**src/rtl/turf_buffer_manager.sv**
```systemverilog
// Allocates TURF digitization buffers A-D to triggers and drives digitize requests to the event generator.
// Held buffers wait in a completion-order readout queue until the host releases them; deadtime and drops are counted.
module turf_buffer_manager #(
    parameter int DIGITIZE_WIDTH = 2,
    parameter int TIMEOUT        = 1023
) (
    input  logic        clk33_i,
    input  logic        rst_i,
    input  logic        clr_all_i,
    input  logic        trig_i,
    input  logic [3:0]  trig_source_i,
    output logic        digitize_o,
    output logic [1:0]  digitize_buffer_o,
    output logic [3:0]  digitize_source_o,
    output logic [3:0]  buffer_status_o,
    input  logic        event_done_i,
    input  logic [1:0]  event_buffer_i,
    output logic        ready_o,
    output logic [1:0]  ready_buffer_o,
    input  logic        release_i,
    output logic        busy_o,
    output logic [15:0] dead_count_o,
    output logic [15:0] drop_count_o,
    output logic        error_o
);

    typedef enum logic [1:0] {S_IDLE, S_ASSERT, S_WAIT_DONE} state_t;
    typedef enum logic [1:0] {B_FREE, B_DIG, B_HELD} buf_t;

    localparam logic [3:0] WIDTH_LAST = 4'(DIGITIZE_WIDTH - 1);
    localparam logic [9:0] TO_LAST    = 10'(TIMEOUT - 1);

    state_t      state_q, state_d;
    buf_t        buf_q [4];
    buf_t        buf_d [4];
    logic [1:0]  next_ptr_q, next_ptr_d;
    logic [1:0]  dig_idx_q, dig_idx_d;
    logic [3:0]  dig_src_q, dig_src_d;
    logic [3:0]  status_q, status_d;
    logic [3:0]  width_q, width_d;
    logic [9:0]  to_q, to_d;
    logic [1:0]  mem_q [4];
    logic [1:0]  rd_ptr_q, wr_ptr_q;
    logic [2:0]  occ_q;
    logic [15:0] dead_q, drop_q;
    logic        error_q;

    logic        free_any;
    logic [3:0]  held_mask;
    logic [1:0]  alloc_idx;
    logic        alloc_found;
    logic [1:0]  cand;
    logic        push, pop, err_set;

    always_comb begin
        free_any  = 1'b0;
        held_mask = 4'b0000;
        for (int i = 0; i < 4; i++) begin
            if (buf_q[i] == B_FREE) free_any = 1'b1;
            held_mask[i] = (buf_q[i] == B_HELD);
        end
    end

    // Round-robin search starting at next_ptr so buffers are used in rotation.
    always_comb begin
        alloc_idx   = next_ptr_q;
        alloc_found = 1'b0;
        cand        = next_ptr_q;
        for (int k = 0; k < 4; k++) begin
            cand = next_ptr_q + 2'(k);
            if (!alloc_found && buf_q[cand] == B_FREE) begin
                alloc_idx   = cand;
                alloc_found = 1'b1;
            end
        end
    end

    assign busy_o = (state_q != S_IDLE) || !free_any;
    assign pop    = release_i && (occ_q != 3'd0);

    always_comb begin
        state_d    = state_q;
        buf_d      = buf_q;
        next_ptr_d = next_ptr_q;
        dig_idx_d  = dig_idx_q;
        dig_src_d  = dig_src_q;
        status_d   = status_q;
        width_d    = width_q;
        to_d       = to_q;
        push       = 1'b0;
        err_set    = 1'b0;
        case (state_q)
            S_IDLE: begin
                if (trig_i && free_any) begin
                    state_d          = S_ASSERT;
                    buf_d[alloc_idx] = B_DIG;
                    next_ptr_d       = alloc_idx + 2'd1;
                    dig_idx_d        = alloc_idx;
                    dig_src_d        = trig_source_i;
                    status_d         = held_mask;
                    width_d          = 4'd0;
                end
            end
            S_ASSERT: begin
                if (width_q == WIDTH_LAST) begin
                    state_d = S_WAIT_DONE;
                    to_d    = 10'd0;
                end else begin
                    width_d = width_q + 4'd1;
                end
            end
            S_WAIT_DONE: begin
                if (event_done_i) begin
                    state_d          = S_IDLE;
                    buf_d[dig_idx_q] = B_HELD;
                    push             = 1'b1;
                    err_set          = (event_buffer_i != dig_idx_q);
                end else if (to_q == TO_LAST) begin
                    state_d          = S_IDLE;
                    buf_d[dig_idx_q] = B_FREE;
                    err_set          = 1'b1;
                end else begin
                    to_d = to_q + 10'd1;
                end
            end
            default: state_d = S_IDLE;
        endcase
        // The popped buffer is HELD, so it never collides with the DIG buffer updated above.
        if (pop) buf_d[mem_q[rd_ptr_q]] = B_FREE;
    end

    always_ff @(posedge clk33_i) begin
        if (rst_i || clr_all_i) begin
            state_q    <= S_IDLE;
            next_ptr_q <= 2'd0;
            width_q    <= 4'd0;
            to_q       <= 10'd0;
            rd_ptr_q   <= 2'd0;
            wr_ptr_q   <= 2'd0;
            occ_q      <= 3'd0;
            dead_q     <= 16'd0;
            drop_q     <= 16'd0;
            error_q    <= 1'b0;
            for (int i = 0; i < 4; i++) begin
                buf_q[i] <= B_FREE;
                mem_q[i] <= 2'd0;
            end
        end else begin
            state_q    <= state_d;
            next_ptr_q <= next_ptr_d;
            width_q    <= width_d;
            to_q       <= to_d;
            for (int i = 0; i < 4; i++) buf_q[i] <= buf_d[i];
            if (push) begin
                mem_q[wr_ptr_q] <= dig_idx_q;
                wr_ptr_q        <= wr_ptr_q + 2'd1;
            end
            if (pop) rd_ptr_q <= rd_ptr_q + 2'd1;
            if (push && !pop)      occ_q <= occ_q + 3'd1;
            else if (pop && !push) occ_q <= occ_q - 3'd1;
            if (busy_o && dead_q != 16'hFFFF)           dead_q <= dead_q + 16'd1;
            if (trig_i && busy_o && drop_q != 16'hFFFF) drop_q <= drop_q + 16'd1;
            error_q <= error_q | err_set;
        end
    end

    // Trigger capture survives a flush; it only changes on the next acceptance.
    always_ff @(posedge clk33_i) begin
        if (rst_i) begin
            dig_idx_q <= 2'd0;
            dig_src_q <= 4'd0;
            status_q  <= 4'd0;
        end else begin
            dig_idx_q <= dig_idx_d;
            dig_src_q <= dig_src_d;
            status_q  <= status_d;
        end
    end

    assign digitize_o        = (state_q == S_ASSERT);
    assign digitize_buffer_o = dig_idx_q;
    assign digitize_source_o = dig_src_q;
    assign buffer_status_o   = status_q;
    assign ready_o           = (occ_q != 3'd0);
    assign ready_buffer_o    = mem_q[rd_ptr_q];
    assign dead_count_o      = dead_q;
    assign drop_count_o      = drop_q;
    assign error_o           = error_q;

endmodule

```
**config.mk**
```make
export PLATFORM = sky130hd
export DESIGN_NAME = turf_buffer_manager
export DESIGN_NICKNAME = d
export VERILOG_FILES = /design/src/rtl/turf_buffer_manager.sv
export SDC_FILE = /design/constraint.sdc
export NUM_CORES = 1
export LEC_CHECK = 0
export ABC_CLOCK_PERIOD_IN_PS = 2850
export BUFFER_PORTS_ARGS = -buffer_cell sky130_fd_sc_hd__buf_2
export CORE_ASPECT_RATIO = 0.9
export CORE_MARGIN = 4
export CORE_UTILIZATION = 51
export CTS_BUF_LIST = sky130_fd_sc_hd__clkbuf_16
export CTS_CLUSTER_SIZE = 20
export DETAILED_ROUTE_END_ITERATION = 10
export PLACE_DENSITY = 0.7
export SLEW_MARGIN = 5
export SYNTH_ARGS = -nofsm -noshare
export SYNTH_HDL_FRONTEND = slang
export SYNTH_SLANG_ARGS = --single-unit
```
**constraint.sdc**
```tcl
create_clock -name clk33_i -period 2.85 [get_ports clk33_i]
set_input_delay 0.285 -clock clk33_i [delete_from_list [all_inputs] [get_ports clk33_i]]
set_output_delay 0.285 -clock clk33_i [all_outputs]
set_load 0.01 [all_outputs]
```
==> results_dict.tcl <==
set metrics [dict create \
    crit_path_max_fanout 5 \
    crit_path_end_kind "flip-flop" \
    drt_iter0_markers 145 \
    power_density_nw_per_um2 523.1 \
    synth_area_leaders "sky130_fd_sc_hd__dfxtp_1 (36%), sky130_fd_sc_hd__edfxtp_1 (5.5%), sky130_fd_sc_hd__nor2_1 (4.9%)" \
    run_status "complete, no violations" \
    ctsResizeCount 0 \
    route.detailed.drc 0 \
    syn-cell-area_um2 4354 \
    postSynthRegisterBits 86 \
    post_drt_wl_per_cell_um 14.94 \
    cts_tree "yes" \
    drtPass1Iterations 4 \
    ctsHoldBuffers 0 \
    routed_wl_mm 9.710 \
    hold_depth 3 \
    number_of_buffers_added_on_ports 59 \
    synth_seq_area_share 0.4138 \
    min_period_over_period 0.8340 \
    grt_pass1_wl_mm 16.24 \
    postSynthNetCount 505 \
    min_to "digitize_source_o[2]$_SDFFE_PP0P_" \
    layout.cells.most_common "sky130_fd_sc_hd__dfxtp_1" \
    synth_enable_flop_cells 8 \
    leakagePower_nw 1.840 \
    route.antenna.remaining_nets 0 \
    cts-buffers-inserted 9 \
    timing_hold_violations_final 0 \
    synthCells 481 \
    boundaryPins 60 \
    timing.rr.start "occ_q[0]$_SDFFE_PP0P_" \
    antenna_cells 0 \
    layout.filler_cells 716 \
    async_reset_ff_frac 0 \
    yosysTopAreaCellShare 0.3586 \
    leading_register_cell_type_out_of_synthesis "sky130_fd_sc_hd__dfxtp_1" \
    hold_path.class "in -> reg" \
    grt_antenna_before_repair 0 \
    largest_vdd_supply_drop_mv 0.3844 \
    tightest_slew_ps 796.7 \
    globalplace.congestion 0.8447 \
    setup.worst_path.start_class "flip-flop" \
    type_of_the_worst_setup_path "reg -> reg" \
    final_design_area_no_fill_um2 5006 \
    r2r_slack_ps 470 \
    global_route.usage.total 0.1989 \
    final_nets 554 \
    slew_violations 0 \
    crit_path_required_time_ps 3110 \
    drv.max_cap_violation_count 0 \
    placedInstanceArea_um2 4692 \
    synth_largest_area_cell "sky130_fd_sc_hd__dfxtp_1" \
    mostFrequentLayoutCells "sky130_fd_sc_hd__dfxtp_1 (78), sky130_fd_sc_hd__buf_2 (59), sky130_fd_sc_hd__nor2_1 (57), sky130_fd_sc_hd__nand2_1 (47), sky130_fd_sc_hd__a21oi_1 (30)" \
    clock_tree.buffer_depth 2 \
    cts.sinks 86 \
    grt_overflow_total 0 \
    grt_pass1_vias 3347 \
    layout-area-overhead-vs-synth_pct 14.97 \
    floorplan.initialDensity 0.5320 \
    max_freq_ghz 0.4207 \
    critical_path_arrival_ps 2630 \
    synth_area_per_cell_um2 9.052 \
    design.core.area_um2 8184 \
    cts.root.buffer_cell "sky130_fd_sc_hd__clkbuf_16" \
    vias_per_cell 5.692 \
    chipHeight_um 95.66 \
    grt_start_max_net_pins 26 \
    die_area_um2 10080 \
    post_cts_buffers 0 \
    dp_hpwl_mm 6.883 \
    hold_path.startpoint "trig_source_i[2]" \
    detailroute.via_count 3700 \
    grt_setup_unrepaired "no" \
    clk_pin_slew_ps 60 \
    min_period_ps 2377 \
    warnings_synthesis 0 \
    num_rows 31 \
    fin_worst_skew_ps 5.648 \
    worst_skew_pair.late_latency_ps 330 \
    die_w_um 105.4 \
    worst-r2r-cell-count 9 \
    share_of_cells_above_drive_strength_1 0.2093 \
    setup_failing_eps_final 0 \
    ctsHtreeMaxLevel 3 \
    totalNegativeSetupSlack_ps 0 \
    timing.slew.headroom 0.4689 \
    r2r-end "occ_q[2]$_SDFFE_PP0P_" \
    synth_cell_type_count 64 \
]
-- Yosys cell counts (3+ instances only) --
cell type / number
sky130_fd_sc_hd__nand4_1: 17
sky130_fd_sc_hd__or4_1: 6
sky130_fd_sc_hd__buf_2: 6
sky130_fd_sc_hd__nor3_1: 12
sky130_fd_sc_hd__nand2_1: 47
sky130_fd_sc_hd__edfxtp_1: 8
sky130_fd_sc_hd__nand3_1: 19
sky130_fd_sc_hd__xor2_1: 16
sky130_fd_sc_hd__xnor2_1: 20
sky130_fd_sc_hd__a21oi_2: 5
sky130_fd_sc_hd__a211oi_1: 4
sky130_fd_sc_hd__o31ai_1: 10
sky130_fd_sc_hd__clkbuf_1: 15
sky130_fd_sc_hd__nand2b_1: 3
sky130_fd_sc_hd__inv_1: 14
sky130_fd_sc_hd__dfxtp_1: 78
sky130_fd_sc_hd__a31oi_1: 4
sky130_fd_sc_hd__buf_6: 4
sky130_fd_sc_hd__a21oi_1: 30
sky130_fd_sc_hd__and4_1: 4
sky130_fd_sc_hd__nor2_1: 57
sky130_fd_sc_hd__or3_1: 9
sky130_fd_sc_hd__ha_1: 11
sky130_fd_sc_hd__a2111oi_2: 6
sky130_fd_sc_hd__o21ai_0: 9
sky130_fd_sc_hd__nand3b_1: 6
sky130_fd_sc_hd__o211ai_1: 5
sky130_fd_sc_hd__and3_1: 3
sky130_fd_sc_hd__and2_1: 5
-- flip-flops by register name, indices dropped and copies added, names as in the netlist, named ones only --
register and flops:
width_q 4, error_o 1, wr_ptr_q 2, digitize_buffer_o 2
rd_ptr_q 2, next_ptr_q 2, drop_count_o 16, occ_q 3
buf_q 8, mem_q 8, to_q 10, state_q 2
digitize_source_o 4, dead_count_o 16, buffer_status_o 4
-- how the worst max path moves through the flow --
| stage | end | cells past startpoint | slack [ps] | startpoint |
|---|---|---|---|---|
| global placement | occ_q[2]$_SDFFE_PP0P_ | 9 | 580 | occ_q[0]$_SDFFE_PP0P_ |
| global route | occ_q[2]$_SDFFE_PP0P_ | 9 | 290 | occ_q[0]$_SDFFE_PP0P_ |
| CTS | occ_q[2]$_SDFFE_PP0P_ | 9 | 460 | occ_q[0]$_SDFFE_PP0P_ |
| finish | occ_q[2]$_SDFFE_PP0P_ | 9 | 470 | occ_q[0]$_SDFFE_PP0P_ |
| floorplan | occ_q[2]$_SDFFE_PP0P_ | 10 | 470 | state_q[1]$_SDFFE_PP0P_ |
| detailed placement | occ_q[2]$_SDFFE_PP0P_ | 9 | 500 | occ_q[0]$_SDFFE_PP0P_ |
-- critical path, cell delays in order (launching register included) --
cell	delay, ps
sky130_fd_sc_hd__dfxtp_1	340
sky130_fd_sc_hd__or3_1	390
sky130_fd_sc_hd__and2_1	230
sky130_fd_sc_hd__inv_2	90
sky130_fd_sc_hd__ha_1	180
sky130_fd_sc_hd__inv_1	60
sky130_fd_sc_hd__fa_1	370
sky130_fd_sc_hd__xor2_1	170
sky130_fd_sc_hd__or3_1	310
sky130_fd_sc_hd__a21oi_1	160
-- kinds of logic after synthesis --
family,synth area share
compound gates,0.1724
mux,0.01494
flops,0.4138
fa+ha+maj,0.03621
xor+xnor,0.07241
simple gates,0.2445
buf+inv,0.04569
-- layer usage --
layer,vias to the layer above,part of all wire,wire [µm],GRT usage
met3,12,0.044,424,0.03927
met4,0,0.013,125,0.05683
met2,89,0.47,4604,0.3296
met1,1775,0.47,4555,0.2654
li1,1824,-,-,-
met5,-,0,0,0
-- metrics by stage --
| stage | hold slack [ps] | util | cells | worst slack [ps] | total power [W] |
|---|---|---|---|---|---|
| finish | 182.1 | 0.6117 | 650 | 473.0 | 0.002619 |
| global route | 183.5 | 0.6117 | 650 | 285.9 | 0.002713 |
| CTS | 172.8 | 0.6117 | 650 | 459.9 | 0.002642 |
| detailed placement | 441.1 | 0.5733 | 634 | 502.5 | 0.001403 |
| global placement | 437.1 | 0.5733 | 634 | 575.9 | 0.001399 |
| floorplan | 421.0 | - | 481 | 471.7 | 0.001360 |
-- final cells by class --
type	instances	area (µm²)	area share
Clock buffer	9	225.2	0.04499
Clock inverter	7	88.84	0.01775
Inverter	16	60.06	0.01200
Multi-Input combinational cell	353	2354	0.4701
Sequential cell	86	1802	0.3599
Tap cell	115	143.9	0.02874
Timing Repair Buffer	64	332.8	0.06648
-- where the power goes --
group	internal (W)	total [W]	switching (W)
Combinational	0.0000443	0.000131	0.0000866
Clock	0.000762	0.00124	0.000479
Sequential	0.00123	0.00125	0.0000137
Total	0.00204	0.00262	0.000580
Power figures use the tool's default switching activity.
